`src/rtl/rp_8bit_timer.sv`:
```
// 8-bit timer/counter peripheral on a small I/O bus: prescaled counting, CTC mode,
// overflow and compare-match interrupt flags with mask, write-1-to-clear and acknowledge.
module rp_8bit_timer #(
    parameter logic [5:0] BASE = 6'h08
) (
    input  logic       clk,
    input  logic       rst,
    input  logic       io_wen,
    input  logic       io_ren,
    input  logic [5:0] io_adr,
    input  logic [7:0] io_wdt,
    input  logic [7:0] io_msk,
    output logic [7:0] io_rdt,
    output logic [1:0] irq_req,
    input  logic [1:0] irq_ack
);

    localparam logic [2:0] OFF_CTRL = 3'd0;
    localparam logic [2:0] OFF_TCNT = 3'd1;
    localparam logic [2:0] OFF_OCR  = 3'd2;
    localparam logic [2:0] OFF_IMSK = 3'd3;
    localparam logic [2:0] OFF_IFLG = 3'd4;

    logic [2:0] r_cs;
    logic       r_ctc;
    logic [7:0] r_tcnt;
    logic [7:0] r_ocr;
    logic [1:0] r_imsk;
    logic [1:0] r_iflg;
    logic [9:0] r_pre;
    logic [7:0] r_rdt;

    logic       w_hit;
    logic [2:0] w_off;
    logic       w_wr;
    logic       w_wr_ctrl;
    logic       w_wr_tcnt;
    logic       w_wr_ocr;
    logic       w_wr_imsk;
    logic       w_wr_iflg;
    logic [7:0] w_wbits;
    logic [7:0] w_ctrl_cur;
    logic [7:0] w_ctrl_new;
    logic [7:0] w_tcnt_new;
    logic [7:0] w_ocr_new;
    logic [7:0] w_imsk_new;
    logic       w_tick;
    logic       w_match;
    logic [7:0] w_tcnt_next;
    logic [9:0] w_pre_next;
    logic [1:0] w_flag_set;
    logic [1:0] w_flag_clr;
    logic [1:0] w_iflg_next;
    logic [7:0] w_rdt_next;

    function automatic logic [7:0] f_mask_wr(input logic [7:0] old_val,
                                             input logic [7:0] wdt,
                                             input logic [7:0] msk);
        return (wdt & msk) | (old_val & ~msk);
    endfunction

    assign w_hit      = (io_adr[5:3] == BASE[5:3]);
    assign w_off      = io_adr[2:0];
    assign w_wr       = io_wen & w_hit;
    assign w_wr_ctrl  = w_wr & (w_off == OFF_CTRL);
    assign w_wr_tcnt  = w_wr & (w_off == OFF_TCNT);
    assign w_wr_ocr   = w_wr & (w_off == OFF_OCR);
    assign w_wr_imsk  = w_wr & (w_off == OFF_IMSK);
    assign w_wr_iflg  = w_wr & (w_off == OFF_IFLG);
    assign w_wbits    = io_wdt & io_msk;

    assign w_ctrl_cur = {4'b0000, r_ctc, r_cs};
    assign w_ctrl_new = f_mask_wr(w_ctrl_cur, io_wdt, io_msk);
    assign w_tcnt_new = f_mask_wr(r_tcnt, io_wdt, io_msk);
    assign w_ocr_new  = f_mask_wr(r_ocr, io_wdt, io_msk);
    assign w_imsk_new = f_mask_wr({6'b000000, r_imsk}, io_wdt, io_msk);

    // Prescaler runs only while a clock source is selected; any CTRL write restarts it.
    assign w_pre_next = (w_wr_ctrl || (r_cs == 3'd0)) ? 10'd0 : r_pre + 10'd1;

    always_comb begin
        w_tick = 1'b0;
        case (r_cs)
            3'd1:    w_tick = 1'b1;
            3'd2:    w_tick = (r_pre[2:0] == 3'h7);
            3'd3:    w_tick = (r_pre[5:0] == 6'h3F);
            3'd4:    w_tick = (r_pre[7:0] == 8'hFF);
            3'd5:    w_tick = (r_pre[9:0] == 10'h3FF);
            default: w_tick = 1'b0;
        endcase
    end

    assign w_match = (r_tcnt == r_ocr);

    // A software TCNT write overrides the tick entirely, including its flag updates.
    always_comb begin
        w_tcnt_next = r_tcnt;
        w_flag_set  = 2'b00;
        if (w_wr_tcnt) begin
            w_tcnt_next = w_tcnt_new;
        end else if (w_tick) begin
            if (r_ctc && w_match) begin
                w_tcnt_next = 8'h00;
            end else begin
                w_tcnt_next = r_tcnt + 8'd1;
            end
            w_flag_set[1] = w_match;
            w_flag_set[0] = (r_tcnt == 8'hFF) && (!r_ctc || (r_ocr == 8'hFF));
        end
    end

    assign w_flag_clr = (w_wr_iflg ? w_wbits[1:0] : 2'b00) | irq_ack;

    genvar gi;
    generate
        for (gi = 0; gi < 2; gi++) begin : g_flag
            assign w_iflg_next[gi] = w_flag_set[gi] | (r_iflg[gi] & ~w_flag_clr[gi]);
        end
    endgenerate

    always_comb begin
        w_rdt_next = 8'h00;
        if (io_ren && w_hit) begin
            case (w_off)
                OFF_CTRL: w_rdt_next = w_ctrl_cur;
                OFF_TCNT: w_rdt_next = r_tcnt;
                OFF_OCR:  w_rdt_next = r_ocr;
                OFF_IMSK: w_rdt_next = {6'b000000, r_imsk};
                OFF_IFLG: w_rdt_next = {6'b000000, r_iflg};
                default:  w_rdt_next = 8'h00;
            endcase
        end
    end

    always_ff @(posedge clk) begin
        if (!rst) begin
            r_cs   <= 3'd0;
            r_ctc  <= 1'b0;
            r_tcnt <= 8'h00;
            r_ocr  <= 8'h00;
            r_imsk <= 2'b00;
            r_iflg <= 2'b00;
            r_pre  <= 10'd0;
            r_rdt  <= 8'h00;
        end else begin
            if (w_wr_ctrl) begin
                r_cs  <= w_ctrl_new[2:0];
                r_ctc <= w_ctrl_new[3];
            end
            if (w_wr_ocr) begin
                r_ocr <= w_ocr_new;
            end
            if (w_wr_imsk) begin
                r_imsk <= w_imsk_new[1:0];
            end
            r_tcnt <= w_tcnt_next;
            r_iflg <= w_iflg_next;
            r_pre  <= w_pre_next;
            r_rdt  <= w_rdt_next;
        end
    end

    assign io_rdt  = r_rdt;
    assign irq_req = r_iflg & r_imsk;

endmodule

```
`config.mk`:
```
export PLATFORM = sky130hd
export DESIGN_NAME = rp_8bit_timer
export DESIGN_NICKNAME = d
export VERILOG_FILES = /design/src/rtl/rp_8bit_timer.sv
export SDC_FILE = /design/constraint.sdc
export NUM_CORES = 1
export LEC_CHECK = 0
export ABC_AREA = 1
export CORE_ASPECT_RATIO = 0.5
export CORE_MARGIN = 3
export CORE_UTILIZATION = 25
export DETAILED_ROUTE_END_ITERATION = 12
export HOLD_SLACK_MARGIN = 0.05
export PLACE_DENSITY = 0.52
export REMOVE_ABC_BUFFERS = 1
export SLEW_MARGIN = 20
export SYNTH_ARGS = -nofsm -noshare
export SYNTH_HDL_FRONTEND = slang
export SYNTH_SLANG_ARGS = --single-unit
```
`constraint.sdc`:
```
create_clock -name clk -period 1.9 [get_ports clk]
set_clock_uncertainty 0.15 [all_clocks]
set_input_delay 0.285 -clock clk [delete_from_list [all_inputs] [get_ports clk]]
set_output_delay 0.285 -clock clk [all_outputs]
set_load 0.02 [all_outputs]
```
==> results of run 1 <==
==> worst max-delay path, delay by kind of cell, from the launching register on <==
kind | cells | cell delay (ns)
buffers and inverters | 2 | 0.64
DFF | 1 | 0.36
and+or+nand+nor | 1 | 0.07
==> path summary, 6_finish.rpt <==
path | from | end | slack (ns) | cells past startpoint
max | r_iflg[1]$_SDFF_PN0_ | irq_req[1] | 0.11 | 3
min | r_pre[0]$_SDFF_PP0_ | r_pre[0]$_SDFF_PP0_ | 0.27 | 1
max reg2reg | r_pre[0]$_SDFF_PP0_ | flop | 0.15 | 10
min reg2reg | r_pre[0]$_SDFF_PP0_ | r_pre[0]$_SDFF_PP0_ | 0.27 | 1
==> cell usage after synthesis (all sizes together) <==
cell    instances
clkinv          1
nand3b          2
nor3            4
dfxtp          42
o21a            1
o21ai          14
a22oi           1
xor2            4
nand4           6
xnor2           6
nand3          43
inv            55
nor2           46
and3            1
buf             5
a21oi          25
a211oi          1
o221ai          2
ha              3
nand2         104
o22ai           3
==> cells by family after synthesis <==
| logic type | Yosys count | synth area share (%) |
|---|---|---|
| compound gates | 47 | 10.7 |
| xor+xnor | 10 | 3.70 |
| fa+ha+maj | 3 | 1.58 |
| buf+inv | 61 | 10.1 |
| flops | 42 | 35.5 |
| simple gates | 206 | 38.4 |
==> metal layers <==
| layer | global-route usage, % | part of all wire, % |
|---|---|---|
| met3 | 2.66 | 4.6 |
| met1 | 19.0 | 53 |
| met5 | 0 | 0 |
| met4 | 4.18 | 0.96 |
| met2 | 20.1 | 42 |
==> metrics by stage <==
stage	instances	power (mW)	hold WS, ns	instance area (um^2)
after floorplan	364	0.959	0.261	2340
after global placement	546	1.07	0.285	3070
after detailed placement	546	1.07	0.296	3070
after CTS	554	2.08	0.310	3240
after global routing	557	2.14	0.297	3310
final	557	2.06	0.272	3310
==> what timing repair did <==
action                                  4_1_cts  5_1_grt
endpoints found under the setup margin        0       10
resized for setup                             0        9
buffers inserted                              0        1
==> cell type report <==
cell class,instances,area (um^2)
inverter,56,210
multi-input combinational,268,1350
tap,117,146
timing repair buffer,66,588
clock inverter,3,45.0
clock buffer,5,125
sequential,42,842
fill,966,5640
==> where the power goes <==
part	switching, mW	internal (mW)
clock network	0.380	0.620
logic	0.0856	0.0833
registers	0.00423	0.884
==> metrics.md, run 1 <==
| Metric | Value |
|---|---|
| CP Capture Type | primary output |
| Drt first pass iters | 4 |
| Max clock buf depth | 2 |
| DIE WIDTH | approximately 140 um |
| Max IR drop VDD | 0.295 mV |
| Top cell type's share of synthesized area | 35.5% |
| Cell Rows | 24 |
| Critical Path RT | 1.46 ns |
| Core area | 8950 um^2 |
| Final Hold Vio Count | 0 |
| Wire length per cell | 12.8 um |
| Commonest non-fill, non-tap cell in the layout | nand2_1 |
| Worst-skew pair later-pin latency | 0.29 ns |
| CP cell instances | nand2_1 -> inv_1 -> clkdlybuf4s50_1 |
| Commonest cells after routing, fill and taps aside | 101 x nand2_1, 50 x inv_1, 42 x nor2_1 |
| Gate Count Post-Synth | 369 |
| CTS Hold Buffers Added | 0 |
| Final period util | a little over nine tenths |
| Worst-path fanout max | 3 |
| Seq/Total Area, Yosys | 35.5% |
| Nets@finish | 470 |
| Synth Area per Inst | 6.42 um^2 |
| Htree depth | 2 |
| Post-synthesis cell area | between 2000 and 2500 um^2 |
| Tmin final | between 1.5 and 2 ns |
| Clock transition at path regs | 0.07 ns |
| GRT Overall Usage | 13.3% |
| Final setup viols | 0 |
| Sink Count | 42 |
| Cell taking the most area after synthesis | dfxtp_1 |
| I/O Buffers | 37 |
| Initial antenna violation count | 0 |
| Global-route wire length before repair | ~11,000 um |
| Initial core utilization | between 20% and 30% |
| Final core utilization | 37.0% |
| Status | finished, final reports clean |
| Critical path class | reg -> out |
| Worst-margin pin slew | 0.316 ns |
| Routed via count | 2,468 |
| Max Cap Violations | 0 |
| Share of cells above drive strength 1 | a little over an eighth |
| Critical path data arrival time | roughly 1.4 ns |
| Synth Register Bits | 42 |
| Crit-path slowest cell | clkdlybuf4s50_1 |
| Final worst slack | 0.111 ns |
| DIE AREA | 10,700 um^2 |
| Final max-slew violation count | 0 |
| TritonCTS Buffers | 5 |
| Synth top area cells | dfxtp_1 35%, nand2_1 16%, nand3_1 8.7% |
| Final HPWL DP | between 5000 and 6000 um |
| Setup TNS | 0 ns |
| Starting DRC count in detailed routing | 177 |
| Largest net degree at the start of global routing | 18 |
| Unique masters post-synth | 32 |
| Drt drc | 0 |
| CTS tree | done |
| Synthesis Warnings | 0 |
| Final wirelength | 7100 um |
| GR Overflow Total | 0 |
| Hold crit path type | reg -> reg |
| Height of the chip | 74.8 um |
| Vias in the first global route | 2,242 |
| Root Buffer | clkbuf_16 |
| Final Wtd Congestion | approximately 0.82 |
| Inserted Diodes | 0 |
| Slew margin rel. | 78.8% |
| Area growth syn-to-layout | 39.7% |
| Vias per cell | around 4.4 |
| Remaining antenna violation count | 0 |
| Pre-CTS setup slack | -0.0671 ns |
| Worst path max stage delay | 0.59 ns |
| Boundary Pins | 38 |
| Leak pwr | 1.39 nW |
| FMAX | 559 MHz |
| Worst Setup Start Kind | flop |
| Power per cell area | 622 nW/um^2 |
(Power assumes the default switching activity.)
==> run 2: changes to the inputs <==
CORE_MARGIN = 2   (was 3)
==> run 2 against run 1 <==
Compared with the run above: sequential share of layout area is 0.36 points higher; maximum frequency is 1.4% lower; worst hold slack worse by 0.0013 ns; core utilization is 2.0 points lower; combinational power hardly changed; register-to-register slack better by 0.02 ns; sequential cell count stayed put; setup slack worse by 0.025 ns; cell count is 0.18% lower; clock-buffer cell count is 2 higher; global-route usage is 0.30 points higher; via count is 1.3% higher; largest cell class unchanged; highest routed layer unchanged.
==> metrics.md, run 2 (same netlist as run 1, synthesis figures left out) <==
| Metric | Value |
|---|---|
| Commonest cells after routing, fill and taps aside | 101 x nand2_1, 50 x inv_1, 41 x dfxtp_1 |
| Power per cell area | around 590 nW/um^2 |
| GRT Overall Usage | 13.6% |
| Htree depth | 2 |
| Global-route wire length before repair | 10,900 um |
| Tmin final | 1.81 ns |
| Remaining antenna violation count | 0 |
| Wire length per cell | 12.5 um |
| I/O Buffers | 37 |
| Final setup viols | 0 |
| Commonest non-fill, non-tap cell in the layout | nand2_1 |
| Fin area | 3260 um^2 |
| Vias in the first global route | 2,248 |
| Worst Setup Start Kind | flop |
| Drt drc | 0 |
| Total power | around 1.9 mW |
| Core area | around 9300 um^2 |
| Final worst slack | 0.0858 ns |
| Hold crit path type | reg -> reg |
| Worst-margin pin slew | 0.396 ns |
| CTS tree | done |
| Final Hold Vio Count | 0 |
| Worst-path fanout max | 3 |
| Drt first pass iters | 4 |
| Critical Path RT | 1.46 ns |
| DIE AREA | about 10,000 um^2 |
| Critical path data arrival time | 1.38 ns |
| Max IR drop VDD | between 0.3 and 0.4 mV |
| Inserted Diodes | 0 |
| Height of the chip | 72.8 um |
| CP cell instances | nand2_1 -> inv_1 -> clkdlybuf4s50_1 |
| FMAX | roughly 550 MHz |
| Crit-path slowest cell | clkdlybuf4s50_1 |
| Critical path class | reg -> out |
| Share of cells above drive strength 1 | 12.9% |
| Worst path max stage delay | 0.59 ns |
| Cell Rows | 25 |
| Status | finished, final reports clean |
| Clock transition at path regs | 0.06 ns |
| Final wirelength | 6970 um |
| Boundary Pins | 38 |
| Pre-CTS setup slack | -0.135 ns |
| Leak pwr | 1.37 nW |
| WHS | 0.271 ns |
| Max Cap Violations | 0 |
| Initial core utilization | 25.4% |
| CTS Hold Buffers Added | 0 |
| Starting DRC count in detailed routing | 140 |
| Largest net degree at the start of global routing | 18 |
| CP Capture Type | primary output |
| Dpl cell area | 3030 um^2 |
| Root Buffer | clkbuf_16 |
| Nets@finish | 465 |
| Final max-slew violation count | 0 |
| Initial antenna violation count | 0 |
| GR Overflow Total | 0 |
| TritonCTS Buffers | 5 |
| Final HPWL DP | about 5000 um |
| Sink Count | 42 |
| Routed via count | 2,500 |
| Final Wtd Congestion | 0.831 |
| Area growth syn-to-layout | 37.8% |
| DIE WIDTH | 142 um |
| Max clock buf depth | 2 |
| Vias per cell | 4.50 |
| Worst-skew pair later-pin latency | 0.29 ns |
| Slew margin rel. | 73.5% |
| Setup TNS | 0 ns |
| Final period util | 95.5% |
run 2: cell count changes in the layout (fill, tap and decap cells not counted), sizes merged:
cell      before  now
clkinv         1    2
bufinv         1    0
buf           29   24
clkbuf         5    7
clkinvlp       2    0
run 2: final timing paths:
path / from / endpoint / slack, ns / cells after the start
max: r_iflg[1]$_SDFF_PN0_ / irq_req[1] / 0.09 / 3
max reg2reg: r_pre[0]$_SDFF_PP0_ / flop / 0.17 / 10
min: r_pre[0]$_SDFF_PP0_ / r_pre[0]$_SDFF_PP0_ / 0.27 / 1
min reg2reg: r_pre[0]$_SDFF_PP0_ / r_pre[0]$_SDFF_PP0_ / 0.27 / 1
run 2: cell type report:
cell class                 count  area, um^2
clock buffer                   7         143
multi-input combinational    268        1360
tap                          121         151
inverter                      56         210
clock inverter                 1        5.00
fill                        1008        6060
sequential                    42         842
timing repair buffer          61         551
run 2: layer usage:
layer	vias to the layer above	share of wire [%]	wire, um	track usage, %
met5	-	0	0	0
met4	0	1.6	110	4.00
met3	11	4.8	337	2.69
met2	47	45	3100	23.4
met1	1133	49	3420	17.5
li1	1309	-	-	-
run 2: repair_timing:
item / CTS / global route
endpoints found under the setup margin: 0 / 12
hold endpoints to repair: 0 / 0
setup buffers: 0 / 1
gates resized for setup: 0 / 12
run 2: metrics by stage:
step / std cells / utilization (%)
2_1_floorplan: 364 / -
3_3_place_gp: 545 / 32.5
3_5_place_dp: 545 / 32.5
4_1_cts: 553 / 34.1
5_1_grt: 556 / 35.0
6_report: 556 / 35.0
run 2: where the power goes:
part           switching, mW  internal, mW  total [mW]
Sequential           0.00416         0.885       0.889
Combinational         0.0846        0.0816       0.166
Clock                  0.341         0.521       0.862
run 2: worst max-delay path: cells and delay by family (launching register included):
family,cells,cell delay (ns)
buf+inv,2,0.64
flops,1,0.39
simple gates,1,0.07
